### config.mk
export PLATFORM = sky130hd
export DESIGN_NAME = mult_rr_sched
export DESIGN_NICKNAME = d
export VERILOG_FILES = /design/src/rtl/mult_rr_sched.sv
export SDC_FILE = /design/constraint.sdc
export NUM_CORES = 1
export LEC_CHECK = 0
export CAP_MARGIN = 0
export CORE_MARGIN = 2
export CORE_UTILIZATION = 50
export DETAILED_ROUTE_END_ITERATION = 16
export GPL_TIMING_DRIVEN = 0
export PLACE_DENSITY = 0.79
export SLEW_MARGIN = 20
export SYNTH_ARGS = -nofsm -noshare
export SYNTH_HDL_FRONTEND = slang
export SYNTH_SLANG_ARGS = --single-unit
### constraint.sdc
create_clock -name clk -period 4.6 [get_ports clk]
set_input_delay 0.92 -clock clk [delete_from_list [all_inputs] [get_ports clk]]
set_output_delay 0.92 -clock clk [all_outputs]
set_load 0.02 [all_outputs]
### src/rtl/mult_rr_sched.sv
// Round-robin scheduler sharing one signed N x N multiplier between two requesters.
// Accept -> one compute cycle -> response held until consumed.
module mult_rr_sched #(
    parameter int N = 4
) (
    input  logic           clk,
    input  logic           rst_n,
    input  logic           req0_valid,
    output logic           req0_ready,
    input  logic [N-1:0]   req0_op1,
    input  logic [N-1:0]   req0_op2,
    input  logic           req1_valid,
    output logic           req1_ready,
    input  logic [N-1:0]   req1_op1,
    input  logic [N-1:0]   req1_op2,
    output logic           resp_valid,
    input  logic           resp_ready,
    output logic           resp_id,
    output logic [2*N-1:0] resp_out
);

    typedef enum logic [1:0] {IDLE, CALC, RESP} state_t;

    state_t                state, state_nxt;
    logic signed [N-1:0]   op1_q, op2_q;
    logic signed [2*N-1:0] product;
    logic                  cur_id;
    logic                  last_grant;
    logic                  gnt;
    logic                  any_req;

    always_comb begin
        any_req = req0_valid | req1_valid;
        gnt     = 1'b0;
        if (req0_valid && req1_valid)
            gnt = ~last_grant;
        else if (req1_valid)
            gnt = 1'b1;
    end

    assign req0_ready = (state == IDLE) & req0_valid & ~gnt;
    assign req1_ready = (state == IDLE) & req1_valid & gnt;

    // Sign-extend to the product width before multiplying so nothing is truncated.
    assign product = (2*N)'(op1_q) * (2*N)'(op2_q);

    always_comb begin
        state_nxt = state;
        case (state)
            IDLE:    if (any_req) state_nxt = CALC;
            CALC:    state_nxt = RESP;
            RESP:    if (resp_ready) state_nxt = IDLE;
            default: state_nxt = IDLE;
        endcase
    end

    always_ff @(posedge clk) begin
        if (!rst_n) begin
            state      <= IDLE;
            op1_q      <= '0;
            op2_q      <= '0;
            cur_id     <= 1'b0;
            last_grant <= 1'b1;
            resp_valid <= 1'b0;
            resp_id    <= 1'b0;
            resp_out   <= '0;
        end else begin
            state <= state_nxt;
            case (state)
                IDLE: begin
                    if (any_req) begin
                        op1_q      <= gnt ? req1_op1 : req0_op1;
                        op2_q      <= gnt ? req1_op2 : req0_op2;
                        cur_id     <= gnt;
                        last_grant <= gnt;
                    end
                end
                CALC: begin
                    resp_out   <= product;
                    resp_id    <= cur_id;
                    resp_valid <= 1'b1;
                end
                RESP: begin
                    if (resp_ready)
                        resp_valid <= 1'b0;
                end
                default: ;
            endcase
        end
    end

endmodule

* After elaboration in Yosys (flattened, before gate mapping) *
Index checks and enable logic that the tools add are counted.

cells by class
  $add $sub $neg = 0
  multiply operators = 1
  div/mod/pow operators = 0
  magnitude comparators = 0
  equal/unequal tests = 4
  shift-type cells = 0
  mux-type cells = 9
  bitwise operators = 7
  reductions and logical operators = 6

operator list
  cell                count
  $mul 4x4->8         1
  $mux 4              2
  $pmux 2 s3          1
  $reduce_and 2->1    3
  $and 1x1->1         4
  $mux 2              2
  $ne 2x2->1 const B  2
  $mux 1              3
  $eq 2x1->1 const B  1
  $eq 2x2->1 const B  1
  $logic_not 2->1     1
  $not 1->1           2
  $pmux 1 s2          1
  $reduce_bool 2->1   1
  $logic_and 1x1->1   1
  $or 1x1->1          1

word-level totals
  flip-flop bits (word level) = 22
  bits in latches = 0
  memory bits (writable) = 0
  ROM bits = 0
  input port bits = 21
  memories kept = 0

* Longest topological paths before layout *
Gate-level depths: netlist of run 1.

  depth in word-level cells = 4
  gate-level depth with buffers = 14
  mapped depth without buffers = 14

* Least setup slack after synthesis of run 1 *
No wires, ideal clock.

  kind = register to register
  start = register op2_q[3]
  end = register resp_out[7]
  data arrival time = 3357 ps
  data required time = 4534 ps
  setup slack = 1177 ps
  cell stages (with the launch flop) = 14
  path buffers = 0
  period minus slack after synthesis = 3423 ps
  cell sequence = dfxtp_1 -> nand2b_1 -> fa_1 -> fa_1 -> inv_1 -> fa_1 -> ha_1 -> inv_1 -> fa_1 -> or2b_2 -> a21oi_1 -> xnor2_1 -> nand2_1 -> a21boi_2

on the way
  longest elaborated chain between the ends = 1

ends and longest elaborated chain
  what                    line  text
  start, declared         25    logic signed [N-1:0] op1_q, op2_q;
  start signal, assigned  73    op2_q <= gnt ? req1_op2 : req0_op2;
  $mul 4x4->8             45    assign product = (2*N)'(op1_q) * (2*N)'(op2_q);
  end signal, assigned    79    resp_out <= product;
  end, declared           19    output logic [2*N-1:0] resp_out

Every way passes these cells.
A chain may end at the register's enable or synchronous reset.

* Final worst setup path of run 1 *
Same ends and word-level chain as after synthesis.

==> impl_table.tex, run 1 <==
\begin{tabular}{lr}
\hline
Metric & Value \\
\hline
\multicolumn{2}{l}{\textbf{STA}} \\
Final Max Slew Viols & 0 \\
Worst Hold Margin & about 0.47 ns \\
Transition at the pin with the smallest max-transition slack & 0.508 ns \\
Sum Neg Setup Slack & 0 ns \\
Final critical-path share of the clock period & 0.805 \\
Achievable frequency & $\sim$270 MHz \\
Max\_slew headroom & 0.661 \\
Period minus WS final & about 3.7 ns \\
Final-report hold violation count & 0 \\
Final setup vio count & 0 \\
Setup repair after global routing missed its margin & false \\
Final setup margin & 0.895 ns \\
Worst clock skew & 0.00601 ns \\
\multicolumn{2}{l}{\textbf{Final layout}} \\
Diode count & 0 \\
Syn-to-layout area delta & 26.6\% \\
Layout cell share with drive strength beyond 1 & 0.0794 \\
Storage cell area & around 440 sq um \\
Cell area after layout & $\sim$1900 sq um \\
Share of the core filled with cells & 0.677 \\
Number of fillers in the final layout & roughly 220 \\
Final \#Nets & between 200 and 250 \\
Final Instance Count excl. Fillers & 220 \\
Area taken by multi-input logic gates & just under 1000 sq um \\
\multicolumn{2}{l}{\textbf{Clocking}} \\
Resized cells post-CTS & 0 \\
Clock network latency to the later pin of the worst-skew pair & $\sim$0.30 ns \\
Total setup buffers inserted after CTS & 0 \\
Maximum number of buffers from clock root to sink & 2 \\
Post-CTS clock slew at the launch and capture registers of the worst setup and hold paths & 0.13 ns \\
TritonCTS clock tree & done \\
CTS Root Cell & sky130\_fd\_sc\_hd\_\_clkbuf\_4 \\
TritonCTS buffer count & 3 \\
Clock H-tree levels & 1 \\
Clock tree sinks & 22 \\
Hold buffers post-CTS & 0 \\
\multicolumn{2}{l}{\textbf{Worst setup path}} \\
R2r setup slk & around 0.90 ns \\
Worst EP arrival & 3.96 ns \\
Type of origin of the critical path & register \\
Endpoint type of the worst setup path & register \\
Max Fanout on Critical Path & 6 \\
Cell breakdown of the critical path & nand2b\_1 > fa\_1 > fa\_1 > inv\_1 > fa\_1 > ha\_1 > inv\_1 > fa\_1 > or2b\_2 > a21oi\_1 > xnor2\_1 > nand2\_1 > a21boi\_2 \\
Data required time at the worst endpoint & between 4 and 5 ns \\
Most frequent cell on the critical path & sky130\_fd\_sc\_hd\_\_fa\_1 \\
Delay of the slowest cell on the worst path & 0.52 ns \\
Cell with the biggest individual delay on the critical path & sky130\_fd\_sc\_hd\_\_fa\_1 \\
Setup Crit Path Kind & reg -> reg \\
\multicolumn{2}{l}{\textbf{Pwr}} \\
Internal power contribution & approximately 0.36 mW \\
Comb pwr share & 0.368 \\
Psw & approximately 0.17 mW \\
Cell leakage power & between 0.9 and 1 nW \\
Seq pwr share & 0.429 \\
Largest vdd supply drop & 0.000249 V \\
Power per standard cell area & 281 nW/um\^{}2 \\
Clock power frac & 0.203 \\
Switching power share of the total & 0.323 \\
Total chip power & 0.530 mW \\
\multicolumn{2}{l}{\textbf{Routing}} \\
Remaining design rule violation count & 0 \\
Detailed Route Iter0 Violations & 23 \\
Detailed-route wire length per cell & between 10 and 15 um \\
Drt total wl & between 2000 and 3000 um \\
Count of vias placed by the detailed router & 1177 \\
Avg Vias per Cell & 5.35 \\
Post-route antenna net violation count & 0 \\
Detailed-routing iteration count for the pre-antenna-repair pass & 4 \\
\multicolumn{2}{l}{\textbf{Synthesis}} \\
Sequential share of the synthesized area & 0.296 \\
Number of enable flip-flop cells after synthesis & 0 \\
Count of yosys warnings during synthesis & 0 \\
Synth async-reset ratio & 0 \\
Leading cell type by number of instances after synthesis & sky130\_fd\_sc\_hd\_\_nand2\_1 \\
Post-synth top area share & 0.296 \\
Distinct cell type count after synthesis & 33 \\
Area contributors post-synth & sky130\_fd\_sc\_hd\_\_dfxtp\_1, sky130\_fd\_sc\_hd\_\_fa\_1, sky130\_fd\_sc\_hd\_\_ha\_1, sky130\_fd\_sc\_hd\_\_o211a\_1, sky130\_fd\_sc\_hd\_\_nand2\_1 \\
Commonest cells post-synth & sky130\_fd\_sc\_hd\_\_nand2\_1, sky130\_fd\_sc\_hd\_\_dfxtp\_1, sky130\_fd\_sc\_hd\_\_ha\_1 \\
Synthesized net count & roughly 200 \\
Flip-flop and latch count after synthesis & 22 \\
Library cell with the largest summed area after synthesis & sky130\_fd\_sc\_hd\_\_dfxtp\_1 \\
Area of the mapped netlist & between 1000 and 1500 sq um \\
Average cell area after synthesis & just under 10 sq um \\
Syn Inst Count & about 150 \\
Main synth FF type & sky130\_fd\_sc\_hd\_\_dfxtp\_1 \\
\multicolumn{2}{l}{\textbf{Place}} \\
Post-placement cell area & roughly 1800 sq um \\
Cell count after placement & 216 \\
\# port buffers & 32 \\
Dpl ws & 0.935 ns \\
GPL Wtd Cong & approximately 0.76 \\
Estimated wirelength of the detail-placed design & 2450 um \\
\multicolumn{2}{l}{\textbf{Die}} \\
Effective utilization at floorplan & 0.535 \\
Width of the die & 58.6 um \\
Number of top-level pins & 33 \\
Core ar. & $\sim$2800 sq um \\
Die Y-Extent & a little under 60 um \\
Die Footprint & between 3000 and 4000 sq um \\
Placement Rows & 19 \\
\multicolumn{2}{l}{\textbf{Global route}} \\
Largest net degree at the start of global routing & 13 \\
GRT Resource Usage Total & 0.188 \\
Wire length of the first global-routing pass & around 5000 um \\
Initial antenna violation count & 0 \\
Vias in the first global route & 1161 \\
Final global-route overflow total & 0 \\
\multicolumn{2}{l}{\textbf{Hold path}} \\
Hold Crit Class & reg -> reg \\
\multicolumn{2}{l}{\textbf{Outcome}} \\
Run status & finished, final reports clean \\
\multicolumn{2}{l}{\textbf{Flow run}} \\
Number of maximum-capacitance constraint violations & 0 \\
\hline
\end{tabular}
[metal layers]
| metal | global-route usage | vias up | share of wire |
|---|---|---|---|
| met1 | 0.226 | 557 | 0.43 |
| met2 | 0.327 | 34 | 0.51 |
| met5 | 0 | - | 0 |
| met3 | 0.0374 | 4 | 0.048 |
| li1 | - | 582 | - |
| met4 | 0.0812 | 0 | 0.013 |
[cells by family after synthesis]
| group | share of synthesized area |
|---|---|
| and+or+nand+nor | 0.181 |
| AOI/OAI and AO/OA | 0.147 |
| muxes | 0.0613 |
| DFF | 0.296 |
| xor gates and xnor gates | 0.0387 |
| adders and majority gates | 0.222 |
| buffers and inverters | 0.0546 |
[registers in the layout, summed over array words and instances, names as in the netlist]
name,cells
cur_id,1
last_grant,1
op1_q,4
op2_q,4
resp_id,1
resp_out,8
resp_valid,1
state,2
[final timing paths]
check	start	to	depth (start not counted)
max reg2reg	op2_q[3]	resp_out[7]	13
min reg2reg	resp_out[7]	resp_out[7]	2
max	op2_q[3]	resp_out[7]	13
min	resp_out[7]	resp_out[7]	2
[critical path, delay by kind of cell, from the launching register on]
family | cells | cell delay (ns)
DFF | 1 | 0.46
and+or+nand+nor | 3 | 0.54
adders and majority gates | 5 | 2.08
xor gates and xnor gates | 1 | 0.15
AOI/OAI and AO/OA | 2 | 0.30
buffers and inverters | 2 | 0.11
[power by group through the flow]
| stage | Combinational, mW | Clock, mW | Sequential, mW |
|---|---|---|---|
| 5_1_grt | 0.218 | 0.122 | 0.230 |
| 4_1_cts | 0.196 | 0.110 | 0.227 |
| 3_5_place_dp | 0.194 | 0 | 0.231 |
| 6_report | 0.195 | 0.107 | 0.227 |
| 2_1_floorplan | 0.123 | 0 | 0.235 |
| 3_3_place_gp | 0.185 | 0 | 0.230 |
[cells in the final DEF (no fill, tap or decap), types with 4 or more instances in the layout]
cell | synthesis | layout
sky130_fd_sc_hd__dfxtp_1 | 22 | 22
sky130_fd_sc_hd__ha_1 | 12 | 12
sky130_fd_sc_hd__nand2_1 | 25 | 25
sky130_fd_sc_hd__clkdlybuf4s50_1 | 0 | 32
sky130_fd_sc_hd__and2_1 | 10 | 10
sky130_fd_sc_hd__nor2_1 | 4 | 4
sky130_fd_sc_hd__mux2i_1 | 8 | 8
sky130_fd_sc_hd__fa_1 | 9 | 9
sky130_fd_sc_hd__o211a_1 | 10 | 10
sky130_fd_sc_hd__inv_1 | 8 | 8
sky130_fd_sc_hd__a21boi_0 | 7 | 7
[area by class of cell]
type                    count  share of cell area
clock buffers               4              0.0193
plain buffers               7              0.0272
multi-input cells         116               0.513
flip-flops and latches     22               0.234
repair buffers             32               0.170
well taps                  31              0.0206
inverters                   8              0.0159
Note: power is estimated with default switching activity, not from simulation.
==> run 2, diff against run 1 <==
--- a/config.mk
+++ b/config.mk
@@ -7,10 +7,10 @@
 export LEC_CHECK = 0
 export CAP_MARGIN = 0
 export CORE_MARGIN = 2
-export CORE_UTILIZATION = 50
+export CORE_UTILIZATION = 45
 export DETAILED_ROUTE_END_ITERATION = 16
 export GPL_TIMING_DRIVEN = 0
-export PLACE_DENSITY = 0.79
+export PLACE_DENSITY = 0.75
 export SLEW_MARGIN = 20
 export SYNTH_ARGS = -nofsm -noshare
 export SYNTH_HDL_FRONTEND = slang
==> constraint.sdc (replaced) <==
create_clock -name clk -period 3.32 [get_ports clk]
set_input_delay 0.664 -clock clk [delete_from_list [all_inputs] [get_ports clk]]
set_output_delay 0.664 -clock clk [all_outputs]
set_load 0.02 [all_outputs]
==> run 2 against run 1 <==
Largest cell class unchanged. Register-to-register slack worse by 0.87 ns. Critical path type unchanged. Critical endpoint unchanged. Worst setup slack got worse by 0.87 ns. Combinational power up 47%. First-iteration DRC count up 13%. Routed wire length rose by 3.4%. Sequential share of layout area down 0.43 points. Core utilization is 3.4 points lower. Sequential power increased by 38%. Highest routed layer unchanged. Largest power group unchanged. Final cell count increased by 8.2%.
==> impl_table.tex, run 2 (synthesized netlist as in run 1, its figures left out) <==
\begin{tabular}{lr}
\hline
Metric & Value \\
\hline
\multicolumn{2}{l}{\textbf{Outcome}} \\
Run status & finished, final reports clean \\
\multicolumn{2}{l}{\textbf{Pwr}} \\
Largest vdd supply drop & around 0.00025 V \\
Switching power share of the total & 0.302 \\
Internal power contribution & around 0.57 mW \\
Seq pwr share & 0.388 \\
Cell leakage power & between 0.9 and 1 nW \\
Power per standard cell area & roughly 410 nW/um\^{}2 \\
Clock power frac & 0.259 \\
Psw & roughly 0.24 mW \\
Comb pwr share & 0.353 \\
\multicolumn{2}{l}{\textbf{Final layout}} \\
Most common cell after layout, fill and taps aside & sky130\_fd\_sc\_hd\_\_clkdlybuf4s50\_1 \\
Layout cell share with drive strength beyond 1 & 0.170 \\
Syn-to-layout area delta & 34.0\% \\
Top flop regs & resp\_out: 8 flops, op1\_q: 4 flops, op2\_q: 4 flops \\
Most used cells in the layout excluding fill and tap cells & sky130\_fd\_sc\_hd\_\_clkdlybuf4s50\_1, sky130\_fd\_sc\_hd\_\_nand2\_1, sky130\_fd\_sc\_hd\_\_dfxtp\_1 \\
Final \#Nets & $\sim$240 \\
Diode count & 0 \\
Register bank with the most flops & resp\_out \\
Max FFs per register & 8 \\
\multicolumn{2}{l}{\textbf{Global route}} \\
Vias in the first global route & around 1200 \\
Initial antenna violation count & 0 \\
Wire length of the first global-routing pass & 5020 um \\
GRT Resource Usage Total & 0.181 \\
Largest net degree at the start of global routing & 14 \\
Final global-route overflow total & 0 \\
\multicolumn{2}{l}{\textbf{Place}} \\
Dpl ws & -0.162 ns \\
GPL Wtd Cong & 0.821 \\
\# port buffers & 32 \\
Estimated wirelength of the detail-placed design & about 2400 um \\
\multicolumn{2}{l}{\textbf{STA}} \\
Period minus WS final & about 3.3 ns \\
Final Max Slew Viols & 0 \\
Final-report hold violation count & 0 \\
Transition at the pin with the smallest max-transition slack & 0.468 ns \\
Final setup margin & 0.0288 ns \\
Final setup vio count & 0 \\
Final critical-path share of the clock period & 0.991 \\
Setup repair after global routing missed its margin & true \\
Achievable frequency & between 300 and 400 MHz \\
Worst Hold Margin & $\sim$0.47 ns \\
Worst clock skew & around 0.0084 ns \\
Max\_slew headroom & 0.688 \\
\multicolumn{2}{l}{\textbf{Routing}} \\
Drt total wl & around 3100 um \\
Detailed-routing iteration count for the pre-antenna-repair pass & 4 \\
Avg Vias per Cell & about 4.9 \\
Detailed Route Iter0 Violations & 26 \\
Count of vias placed by the detailed router & roughly 1200 \\
Remaining design rule violation count & 0 \\
Post-route antenna net violation count & 0 \\
Detailed-route wire length per cell & 13.0 um \\
\multicolumn{2}{l}{\textbf{Worst setup path}} \\
Number of cells traversed by the worst register-to-register path & 13 \\
Worst EP arrival & 3.56 ns \\
Worst Setup SP & op1\_q[0] \\
R2r setup slk & between 0.02 and 0.03 ns \\
Worst reg2reg startpoint & op1\_q[0] \\
Data required time at the worst endpoint & approximately 3.6 ns \\
Type of origin of the critical path & register \\
Max Fanout on Critical Path & 2 \\
Endpoint of the most critical register-to-register path & resp\_out[7] \\
Endpoint type of the worst setup path & register \\
Critical Path End & resp\_out[7] \\
Setup Crit Path Kind & reg -> reg \\
\multicolumn{2}{l}{\textbf{Flow run}} \\
Number of maximum-capacitance constraint violations & 0 \\
\multicolumn{2}{l}{\textbf{Die}} \\
Number of top-level pins & 33 \\
Core ar. & 3100 sq um \\
Placement Rows & 20 \\
Width of the die & a little over 60 um \\
Die Y-Extent & 61.5 um \\
Die Footprint & roughly 3800 sq um \\
Effective utilization at floorplan & 0.480 \\
\multicolumn{2}{l}{\textbf{Hold path}} \\
Hold Crit Class & reg -> reg \\
\multicolumn{2}{l}{\textbf{Clocking}} \\
Hold buffers post-CTS & 0 \\
Clock tree sinks & 22 \\
Clock network latency to the later pin of the worst-skew pair & 0.32 ns \\
TritonCTS buffer count & 3 \\
Clock H-tree levels & 1 \\
Maximum number of buffers from clock root to sink & 2 \\
TritonCTS clock tree & done \\
Post-CTS clock slew at the launch and capture registers of the worst setup and hold paths & around 0.13 ns \\
CTS Root Cell & sky130\_fd\_sc\_hd\_\_clkbuf\_4 \\
\hline
\end{tabular}
-- run 2: changes by cell type in the layout (fill, tap and decap cells not counted), moves of 2 or more --
| cell | change |
|---|---|
| sky130_fd_sc_hd__dfxtp_1 | -6 |
| sky130_fd_sc_hd__buf_4 | +5 |
| sky130_fd_sc_hd__dfxtp_4 | +4 |
| sky130_fd_sc_hd__dfxtp_2 | +2 |
| sky130_fd_sc_hd__nand2_1 | -2 |
| sky130_fd_sc_hd__nand2_2 | +2 |
-- run 2: critical path, cell delays in order (launching register included) --
cell and delay [ns]:
sky130_fd_sc_hd__dfxtp_2 0.35, sky130_fd_sc_hd__nand2b_4 0.13, sky130_fd_sc_hd__fa_1 0.46, sky130_fd_sc_hd__fa_1 0.49
sky130_fd_sc_hd__inv_1 0.05, sky130_fd_sc_hd__fa_1 0.48, sky130_fd_sc_hd__ha_2 0.19, sky130_fd_sc_hd__inv_2 0.05
sky130_fd_sc_hd__fa_2 0.36, sky130_fd_sc_hd__or2b_4 0.26, sky130_fd_sc_hd__a21oi_2 0.13, sky130_fd_sc_hd__xnor2_1 0.13
sky130_fd_sc_hd__nand2_1 0.08, sky130_fd_sc_hd__a21boi_2 0.11
-- run 2: worst min-delay path by stage --
stage	from	to	slack (ns)	depth (start not counted)
final	resp_out[5]	resp_out[5]	0.47	2
after global placement	resp_out[7]	resp_out[7]	0.45	2
after floorplan	cur_id	resp_id	0.44	2
after global routing	resp_out[7]	resp_out[7]	0.50	2
after detailed placement	resp_out[5]	resp_out[5]	0.45	2
after CTS	resp_out[5]	resp_out[5]	0.47	2
-- run 2: power by group through the flow --
| stage | combinational [mW] | clock (mW) | sequential, mW |
|---|---|---|---|
| after detailed placement | 0.270 | 0 | 0.322 |
| after global placement | 0.258 | 0 | 0.320 |
| after CTS | 0.287 | 0.213 | 0.313 |
| final | 0.286 | 0.210 | 0.314 |
| after floorplan | 0.172 | 0 | 0.326 |
| after global routing | 0.321 | 0.222 | 0.317 |
-- run 2: final cells by class --
| cell class | instances | area, sq um |
|---|---|---|
| fillers | 280 | 1110 |
| clock inverters | 1 | 30.0 |
| well taps | 44 | 55.1 |
| repair buffers | 37 | 358 |
| plain buffers | 7 | 51.3 |
| clock buffers | 3 | 22.5 |
| flip-flops and latches | 22 | 458 |
| inverters | 8 | 30.0 |
| multi-input cells | 116 | 991 |
-- run 2: repair_timing --
action / in CTS / in global routing
buffers inserted: 4 / 1
gates resized for setup: 11 / 3
setup endpoints to repair: 1 / 1
pin swaps: 9 / 4
cloned: 0 / 0
-- run 2: metrics by stage --
| step | std cells | utilization | cell area, sq um | TNS (ns) | power (mW) |
|---|---|---|---|---|---|
| 2_1_floorplan | 153 | - | 1500 | 0 | 0.497 |
| 3_3_place_gp | 229 | 0.604 | 1870 | -0.117 | 0.578 |
| 3_5_place_dp | 229 | 0.604 | 1870 | -0.162 | 0.592 |
| 4_1_cts | 237 | 0.638 | 1980 | 0 | 0.813 |
| 5_1_grt | 238 | 0.643 | 2000 | -0.113 | 0.860 |
| 6_report | 238 | 0.643 | 2000 | 0 | 0.810 |
-- run 2: layer usage --
layer,share of wire,vias up,wire [um],GRT usage
met5,0,-,0,0
met4,0.0049,0,15,0.0547
met3,0.021,2,64,0.0315
met2,0.52,16,1600,0.347
met1,0.46,552,1410,0.199
li1,-,598,-,-
